===== config.mk =====
export PLATFORM = sky130hd
export DESIGN_NAME = switch_debounce_toggle_flat
export DESIGN_NICKNAME = d
export VERILOG_FILES = /design/src/rtl/switch_debounce_toggle_if.sv /design/src/rtl/switch_debounce_toggle.sv /design/src/flat_wrapper.sv
export SDC_FILE = /design/constraint.sdc
export NUM_CORES = 1
export LEC_CHECK = 0
export CORE_MARGIN = 2
export CORE_UTILIZATION = 30
export CTS_CLUSTER_DIAMETER = 80
export DETAILED_ROUTE_END_ITERATION = 7
export GPL_TIMING_DRIVEN = 0
export SLEW_MARGIN = 20
export SYNTH_ARGS = -nofsm -noshare
export SYNTH_HDL_FRONTEND = slang
export SYNTH_SLANG_ARGS = --single-unit

===== constraint.sdc =====
create_clock -name i_Clk -period 5.7 [get_ports i_Clk]
set_input_delay 1.71 -clock i_Clk [delete_from_list [all_inputs] [get_ports i_Clk]]
set_output_delay 1.71 -clock i_Clk [all_outputs]
set_load 0.01 [all_outputs]

===== src/rtl/switch_debounce_toggle_if.sv =====
// switch_debounce_toggle_if
// Bundles the four raw switch levels, the four LED outputs, the optional
// press strobes (present only when SWITCH_PRESS_PULSE_EN is defined) and a
// debug view of every channel's debounce FSM.
//
// Signalling: there is no valid/ready handshake on this bundle. Every signal
// is a plain level. Switch inputs may change at any time, asynchronously to
// the clock. LED, strobe and debug outputs are registered in the clock domain
// and change only just after a rising edge.
//
// The master modport is the switch/LED side (board or bench). The slave
// modport is the debouncer.
interface switch_debounce_toggle_if;
  logic       i_Switch_1;
  logic       i_Switch_2;
  logic       i_Switch_3;
  logic       i_Switch_4;
  logic       o_LED_1;
  logic       o_LED_2;
  logic       o_LED_3;
  logic       o_LED_4;
`ifdef SWITCH_PRESS_PULSE_EN
  logic [3:0] o_Press_Pulse;
`endif
  // Debounced level per channel; bit n-1 belongs to channel n.
  logic [3:0] dbg_deb;
  // Per-channel FSM state, 1 = COUNTING, 0 = STABLE.
  logic [3:0] dbg_counting;

`ifdef SWITCH_PRESS_PULSE_EN
  modport master (
    output i_Switch_1, i_Switch_2, i_Switch_3, i_Switch_4,
    input  o_LED_1, o_LED_2, o_LED_3, o_LED_4,
    input  o_Press_Pulse,
    input  dbg_deb, dbg_counting
  );

  modport slave (
    input  i_Switch_1, i_Switch_2, i_Switch_3, i_Switch_4,
    output o_LED_1, o_LED_2, o_LED_3, o_LED_4,
    output o_Press_Pulse,
    output dbg_deb, dbg_counting
  );
`else
  modport master (
    output i_Switch_1, i_Switch_2, i_Switch_3, i_Switch_4,
    input  o_LED_1, o_LED_2, o_LED_3, o_LED_4,
    input  dbg_deb, dbg_counting
  );

  modport slave (
    input  i_Switch_1, i_Switch_2, i_Switch_3, i_Switch_4,
    output o_LED_1, o_LED_2, o_LED_3, o_LED_4,
    output dbg_deb, dbg_counting
  );
`endif
endinterface


===== src/rtl/switch_debounce_toggle.sv =====
// switch_debounce_toggle
// This module has four independent push-switch channels. Each channel does
// the following:
//   raw pin -> 2-flop synchronizer -> debounce FSM -> LED toggle on release.
// A new synchronized level is accepted only after it has persisted for
// DEBOUNCE_LIMIT consecutive cycles. The counter never exceeds
// DEBOUNCE_LIMIT-1.
// Optional feature macro: SWITCH_PRESS_PULSE_EN. It adds o_Press_Pulse, which
// gives a one-cycle strobe on the edge where a debounced press is accepted.
module switch_debounce_toggle #(
  parameter int DEBOUNCE_LIMIT = 250000
) (
  input  logic                    i_Clk,
  input  logic                    i_Rst,
  switch_debounce_toggle_if.slave sw_if
);

  localparam int              CNT_W    = $clog2(DEBOUNCE_LIMIT + 1);
  // On the edge where the counter holds this value, the pending level is accepted.
  localparam logic [CNT_W-1:0] CNT_LAST = CNT_W'(DEBOUNCE_LIMIT - 1);
  localparam logic [CNT_W-1:0] CNT_ONE  = CNT_W'(1);

  // STABLE: counter is 0 and sync2 matches deb.
  // COUNTING: a mismatch run is in progress.
  typedef enum logic {
    ST_STABLE   = 1'b0,
    ST_COUNTING = 1'b1
  } deb_state_e;

  logic [3:0] sw_raw;
  logic [3:0] deb_vec;
  logic [3:0] led_vec;
  logic [3:0] counting_vec;
`ifdef SWITCH_PRESS_PULSE_EN
  logic [3:0] press_vec;
`endif

  assign sw_raw = {sw_if.i_Switch_4, sw_if.i_Switch_3,
                   sw_if.i_Switch_2, sw_if.i_Switch_1};

  for (genvar ch = 0; ch < 4; ch++) begin : g_ch
    logic             sync1_q;
    logic             sync2_q;
    logic             deb_q;
    logic             led_q;
    logic [CNT_W-1:0] cnt_q;
    deb_state_e       state_q;
`ifdef SWITCH_PRESS_PULSE_EN
    logic             press_q;
`endif

    // Per-channel synchronizer, debounce FSM, LED toggle and press strobe.
    // All of them are registered together.
    always_ff @(posedge i_Clk) begin
      if (i_Rst) begin
        sync1_q <= 1'b0;
        sync2_q <= 1'b0;
        deb_q   <= 1'b0;
        led_q   <= 1'b0;
        cnt_q   <= '0;
        state_q <= ST_STABLE;
`ifdef SWITCH_PRESS_PULSE_EN
        press_q <= 1'b0;
`endif
      end else begin
        sync1_q <= sw_raw[ch];
        sync2_q <= sync1_q;
`ifdef SWITCH_PRESS_PULSE_EN
        press_q <= 1'b0;
`endif
        case (state_q)
          ST_STABLE: begin
            if (sync2_q != deb_q) begin
              // First cycle of a mismatch run. DEBOUNCE_LIMIT >= 2, so
              // this cycle can never be the accepting cycle.
              cnt_q   <= CNT_ONE;
              state_q <= ST_COUNTING;
            end else begin
              cnt_q   <= '0;
              state_q <= ST_STABLE;
            end
          end
          ST_COUNTING: begin
            if (sync2_q == deb_q) begin
              // The bounce returned to the accepted level: drop the partial count.
              cnt_q   <= '0;
              state_q <= ST_STABLE;
            end else if (cnt_q == CNT_LAST) begin
              // DEBOUNCE_LIMIT consecutive mismatch cycles: accept the new level.
              deb_q   <= sync2_q;
              cnt_q   <= '0;
              state_q <= ST_STABLE;
              if (!sync2_q) begin
                // Debounced release toggles the LED.
                led_q <= ~led_q;
              end
`ifdef SWITCH_PRESS_PULSE_EN
              // Debounced press fires the one-cycle strobe.
              press_q <= sync2_q;
`endif
            end else begin
              cnt_q   <= cnt_q + CNT_ONE;
              state_q <= ST_COUNTING;
            end
          end
          default: begin
            cnt_q   <= '0;
            state_q <= ST_STABLE;
          end
        endcase
      end
    end

    assign deb_vec[ch]      = deb_q;
    assign led_vec[ch]      = led_q;
    assign counting_vec[ch] = (state_q == ST_COUNTING);
`ifdef SWITCH_PRESS_PULSE_EN
    assign press_vec[ch]    = press_q;
`endif
  end

  assign sw_if.o_LED_1      = led_vec[0];
  assign sw_if.o_LED_2      = led_vec[1];
  assign sw_if.o_LED_3      = led_vec[2];
  assign sw_if.o_LED_4      = led_vec[3];
  assign sw_if.dbg_deb      = deb_vec;
  assign sw_if.dbg_counting = counting_vec;
`ifdef SWITCH_PRESS_PULSE_EN
  assign sw_if.o_Press_Pulse = press_vec;
`endif

endmodule


===== src/flat_wrapper.sv =====
// flat-port wrapper written by rule: the top's interface ports become plain ports
module switch_debounce_toggle_flat 
#(
  parameter int DEBOUNCE_LIMIT = 250000
)
  (i_Clk, i_Rst, sw_if_i_Switch_1, sw_if_i_Switch_2, sw_if_i_Switch_3, sw_if_i_Switch_4, sw_if_o_LED_1, sw_if_o_LED_2, sw_if_o_LED_3, sw_if_o_LED_4, sw_if_dbg_deb, sw_if_dbg_counting);
  switch_debounce_toggle_if sw_if_i ();
  input  logic i_Clk;
  input  logic i_Rst;
  input wire logic [$bits(sw_if_i.i_Switch_1)-1:0] sw_if_i_Switch_1;
  input wire logic [$bits(sw_if_i.i_Switch_2)-1:0] sw_if_i_Switch_2;
  input wire logic [$bits(sw_if_i.i_Switch_3)-1:0] sw_if_i_Switch_3;
  input wire logic [$bits(sw_if_i.i_Switch_4)-1:0] sw_if_i_Switch_4;
  output wire logic [$bits(sw_if_i.o_LED_1)-1:0] sw_if_o_LED_1;
  output wire logic [$bits(sw_if_i.o_LED_2)-1:0] sw_if_o_LED_2;
  output wire logic [$bits(sw_if_i.o_LED_3)-1:0] sw_if_o_LED_3;
  output wire logic [$bits(sw_if_i.o_LED_4)-1:0] sw_if_o_LED_4;
  output wire logic [$bits(sw_if_i.dbg_deb)-1:0] sw_if_dbg_deb;
  output wire logic [$bits(sw_if_i.dbg_counting)-1:0] sw_if_dbg_counting;
  assign sw_if_i.i_Switch_1 = sw_if_i_Switch_1;
  assign sw_if_i.i_Switch_2 = sw_if_i_Switch_2;
  assign sw_if_i.i_Switch_3 = sw_if_i_Switch_3;
  assign sw_if_i.i_Switch_4 = sw_if_i_Switch_4;
  assign sw_if_o_LED_1 = sw_if_i.o_LED_1;
  assign sw_if_o_LED_2 = sw_if_i.o_LED_2;
  assign sw_if_o_LED_3 = sw_if_i.o_LED_3;
  assign sw_if_o_LED_4 = sw_if_i.o_LED_4;
  assign sw_if_dbg_deb = sw_if_i.dbg_deb;
  assign sw_if_dbg_counting = sw_if_i.dbg_counting;
  switch_debounce_toggle #(.DEBOUNCE_LIMIT(DEBOUNCE_LIMIT)) u_core (.i_Clk(i_Clk), .i_Rst(i_Rst), .sw_if(sw_if_i));
endmodule

Yosys cells after proc, flatten, opt, wreduce, memory -nomap -nowiden
Cells that the tools add are included.
Widths: inputs -> output; s select.
{"block": "totals", "reg_bits": 92, "out_inout_bits": 12, "word_cells": 96}
{"block": "classes", "add_sub_neg": 4, "eq_ne": 12, "muxes": 32, "bitwise": 16, "reduce_logical": 8}
{"cell": "$mux 18", "count": 8}
{"cell": "$pmux 18 s2", "count": 4}
{"cell": "$add 18x1->18 const B", "count": 4}
{"cell": "$eq 18x18->1 const B", "count": 4}
{"cell": "$mux 1", "count": 16}
{"cell": "$not 1->1", "count": 16}
{"cell": "$reduce_and 4->1", "count": 4}
{"cell": "$reduce_and 3->1", "count": 4}
{"cell": "$pmux 1 s2", "count": 4}
{"cell": "$eq 1x1->1", "count": 4}
{"cell": "$ne 1x1->1", "count": 4}

Depth between registers and ports, before layout
Gate-level depths: netlist of run 1.
{"block": "logic_depth", "ltp_word": 4, "ltp_mapped": 7, "depth_no_buf": 5}

Least setup slack after synthesis of run 1
No wires, ideal clock.
{"block": "synth_timing", "path_kind": "input to register", "startpoint": "in i_Rst", "endpoint": "reg u_core.g_ch[3].cnt_q[10]", "arrival_time_ns": 2.425, "slack_ns": 3.211, "cell_stages": 4, "path_buffers": 1, "path_cell_list": "nor3b_1 o21ai_1 buf_2 nor2_1"}
{"item": "start, declared", "line": "flat_wrapper.sv:9", "source": "input logic i_Rst;"}
{"item": "end signal, assigned", "line": "switch_debounce_toggle.sv:102", "source": "cnt_q <= cnt_q + CNT_ONE;"}
{"item": "end, declared", "line": "switch_debounce_toggle.sv:46", "source": "logic [CNT_W-1:0] cnt_q;"}

Worst setup path in the final report of run 1
{"block": "layout_timing", "startpoint": "reg u_core.g_ch[1].state_q", "endpoint": "out sw_if_dbg_counting[1]"}
{"item": "start, declared", "line": "switch_debounce_toggle.sv:47", "source": "deb_state_e state_q;"}
{"item": "start signal, assigned", "line": "switch_debounce_toggle.sv:61", "source": "state_q <= ST_STABLE;"}
{"item": "start signal, assigned", "line": "switch_debounce_toggle.sv:77", "source": "state_q <= ST_COUNTING;"}
{"item": "start signal, assigned", "line": "switch_debounce_toggle.sv:80", "source": "state_q <= ST_STABLE;"}
{"item": "end, declared", "line": "flat_wrapper.sv:19", "source": "output wire logic [$bits(sw_if_i.dbg_counting)-1:0] sw_if_dbg_counting;"}
No word-level cell between the ends.

==> results of run 1 <==
## report_power, final
part	total, mW	internal, mW	switching [mW]
Combinational	0.0194	0.0101	0.00935
Clock	0.659	0.401	0.258
Sequential	0.650	0.647	0.00316
Total	1.33	1.06	0.270
## logic make-up (layout without fill, tap and decap cells)
family,Yosys count,in the layout
mux,7,7
simple gates,228,228
compound gates,36,36
buf+inv,43,76
xor+xnor,56,56
flops,92,92
fa+ha+maj,8,8
## cell usage in the layout (no fill, tap or decap), types with 2 or more instances in the layout
master            n
dfxtp_1          92
nor2_1           76
xnor2_1          46
inv_1            25
nand4_1          25
nor4_1           21
nand3_1          21
nand2_1          19
nor3_1           18
clkdlybuf4s50_1  17
xor2_1           10
a21oi_1          10
nor2b_1           9
clkbuf_16         9
or4_1             8
ha_1              8
buf_4             8
nor4b_1           7
a211oi_1          7
clkbuf_1          6
mux2i_1           6
nand2b_1          6
or3_1             5
o31ai_1           5
buf_2             4
and3_1            3
o21ai_1           3
o21ai_0           3
o21bai_1          3
inv_6             3
nor3b_1           2
and2_1            2
bufinv_16         2
## worst min-delay path by stage
stage,start,end,slack [ns],cells after the start
2_1_floorplan,u_core.g_ch[0].sync1_q,u_core.g_ch[0].sync2_q,0.41,1
3_3_place_gp,u_core.g_ch[3].sync1_q,u_core.g_ch[3].sync2_q,0.43,1
3_5_place_dp,u_core.g_ch[1].sync1_q,u_core.g_ch[1].sync2_q,0.43,1
4_1_cts,u_core.g_ch[1].sync1_q,u_core.g_ch[1].sync2_q,0.45,1
5_1_grt,u_core.g_ch[1].sync1_q,u_core.g_ch[1].sync2_q,0.46,1
6_report,u_core.g_ch[3].sync1_q,u_core.g_ch[3].sync2_q,0.44,1
## registers in the layout, indices dropped and copies added, names as in the netlist
signal and count:
u_core.sw_if.o_LED_2 1, u_core.g_ch.state_q 4, u_core.g_ch.sync2_q 4, u_core.sw_if.o_LED_3 1, u_core.g_ch.deb_q 4, u_core.sw_if.o_LED_4 1, u_core.g_ch.sync1_q 4, u_core.sw_if.o_LED_1 1
u_core.g_ch.cnt_q 72
## per-layer routing
layer	GRT usage	up-vias	wire length (um)
met5	0	-	0
met4	0.0539	0	145
met3	0.0183	8	208
met2	0.192	48	3680
met1	0.153	1494	4040
li1	-	1704	-
## per-stage QoR
| step | hold slack (ns) | worst slack, ns |
|---|---|---|
| after floorplan | 0.414 | 3.21 |
| after global placement | 0.426 | 2.27 |
| after detailed placement | 0.432 | 2.21 |
| after CTS | 0.449 | 2.53 |
| after global routing | 0.462 | 2.41 |
| final | 0.443 | 2.56 |
## worst register-to-register path: stages, from the launching register on
cell and delay (ns):
dfxtp_1 0.45, ha_1 0.30, and3_1 0.22, nand4_1 0.18, o21ai_1 0.52, clkbuf_1 0.41
nor2_1 0.10
## cell type report
cell class / instances / area [um^2] / share of cell area
multi-input cells: 335 / 2080 / 0.430
flip-flops and latches: 92 / 1840 / 0.380
clock buffers: 10 / 239 / 0.0493
well taps: 176 / 220 / 0.0455
repair buffers: 17 / 170 / 0.0351
plain buffers: 18 / 103 / 0.0212
clock inverters: 6 / 93.8 / 0.0194
inverters: 25 / 93.8 / 0.0194
==> flow_summary.toml, run 1 <==
[outcome]
outcome = "finished, final reports clean"

[timing]
fmax_ghz = 0.318
finalMaxSlewViolations = 0
skew_ns = 0.00428
fin_crit_sh = 0.552
max-slew-margin-rel = 0.602
finalSetupViolations = 0
period_minus_slack_ns = 3.14
worst_pin_slew_ns = 0.592
rsz0062_at_grt = "no"
hold_viol = 0
fin_tns_setup_ns = 0

[critical_path]
cp.depth = 2
rr_worst_depth = 6
regToRegSetupSlack_ns = 3.38
cp-start-kind = "register"
cp_num_buf_inv = 2
worst-setup-path-type = "reg2out"
cp-startpoint = "u_core.g_ch[1].state_q"
cp_cell_sequence = "buf_4, clkdlybuf4s50_1"
timing.rr.start = "u_core.g_ch[0].cnt_q[0]"
crit_slowest_cell = "clkdlybuf4s50_1"
r2r_end = "u_core.g_ch[0].cnt_q[14]"
endpoint = "sw_if_dbg_counting[1]"
worst-path-max-fanout = 6
worstSetupEndpointType = "primary output"
crit_required_ns = 3.99
worst_path_dominant_cell_family = "buffers and inverters"
cp.arrival_ns = 1.43
critical_path.max_stage_delay_ns = 0.52

[clocking]
insertion_delay_ns = 0.34
post_cts_resized = 0
clock_sinks = 92
clock_path_buffers = 2
cts_root_buf = "clkbuf_16"
post_cts_buffers = 0
cts_tree = "built"
path_clk_slew_ns = 0.06
cts.htree.levels = 3
holdBufCountCts = 0
numCtsBuffers = 9

[placement]
dp_cells = 663
place_congestion = 0.797
io_buffer_count = 17
place_hpwl_mm = 5.82
place_area_um2 = 4510

[logic_synthesis]
yosys_warnings = 0
synth_area_leaders = "dfxtp_1 (45%), xnor2_1 (9.8%), nor2_1 (6.9%), nand4_1 (3.8%), nor4_1 (3.2%)"
yosys.area_share.simple = 0.288
synth_ff_type = "dfxtp_1"
synth_area_um2 = 4120
syn_nets = 484
synthAdderAreaFrac = 0.0243
synth.top_cells.by_count = "dfxtp_1 (92), nor2_1 (76), xnor2_1 (46)"
async_flop_share = 0
avgSynthCellArea_um2 = 8.77
synth_compound_area_frac = 0.0568
syn-instance-count = 470
muxShareOfSynthArea = 0.0173
synth_seq_cells = 92
synth_cell_types = 41
ys_seq_area_frac = 0.447
synth_top_area_cell = "dfxtp_1"
synth_top_family_by_area = "simple AND/OR/NAND/NOR gates"
synth_edf_count = 0
synth_top_cell_area_share = 0.447
synth_most_common_cell = "dfxtp_1"
synth-xor-area-share = 0.119

[route]
viasPerCell = 4.79
drc = 0
ant_nets = 0
wl_mm = 8.07
vias = 3254
drtPass1Iterations = 4
drtIter0Drc = 258
wl_per_cell_um = 11.9

[min_path]
worst_hold_path_type = "reg2reg"

[power]
cellPowerDensity_nw_per_um2 = 274
ir_drop_mv = 0.154
total_power_mw = 1.33
leakage_nw = 1.34

[floorplanning]
start_util = 0.309
std_cell_rows = 42
core_um2 = 13300
dieHeight_um = 121
die_x_um = 121
fp.dieArea_um2 = 14700
io_pins = 18

[global_route]
grt_overflow_total = 0
grt_antenna_before_repair = 0
grt_max_degree = 17
grt_first_pass_wirelength_mm = 14.1
first_global_vias = 3060
track_usage = 0.118

[final_layout]
drive_gt1_frac = 0.0656
final_nets = 512
fin_util = 0.363
antenna-diode-count = 0
stdcell_area_um2 = 4840
fillers = 1360
synthToLayoutAreaGrowth_pct = 17.6
final_cells = 679

[flow_run]
drv_cap = 0
(Power assumes the default switching activity.)
==> run 2: changes to the inputs <==
clock period = 2.55 ns   (was 5.7 ns; I/O delays follow)
==> results of run 2 <==
The final DEF is identical to that of run 1. Status: finished, final reports clean.
Among the figures that moved: setup slack after placement 2.21 ns -> 0.00309 ns; clock-pin slew on the worst setup and hold paths 0.06 ns -> 0.07 ns; setup slack after layout 2.56 ns -> 0.234 ns; start point of the critical path u_core.g_ch[1].state_q -> u_core.g_ch[0].cnt_q[0]; end point of the critical path sw_if_dbg_counting[1] -> u_core.g_ch[0].cnt_q[14]; register-to-register setup slack 3.38 ns -> 0.23 ns; total power 1.33 mW -> 2.97 mW; worst IR drop on VDD 0.154 mV -> 0.344 mV
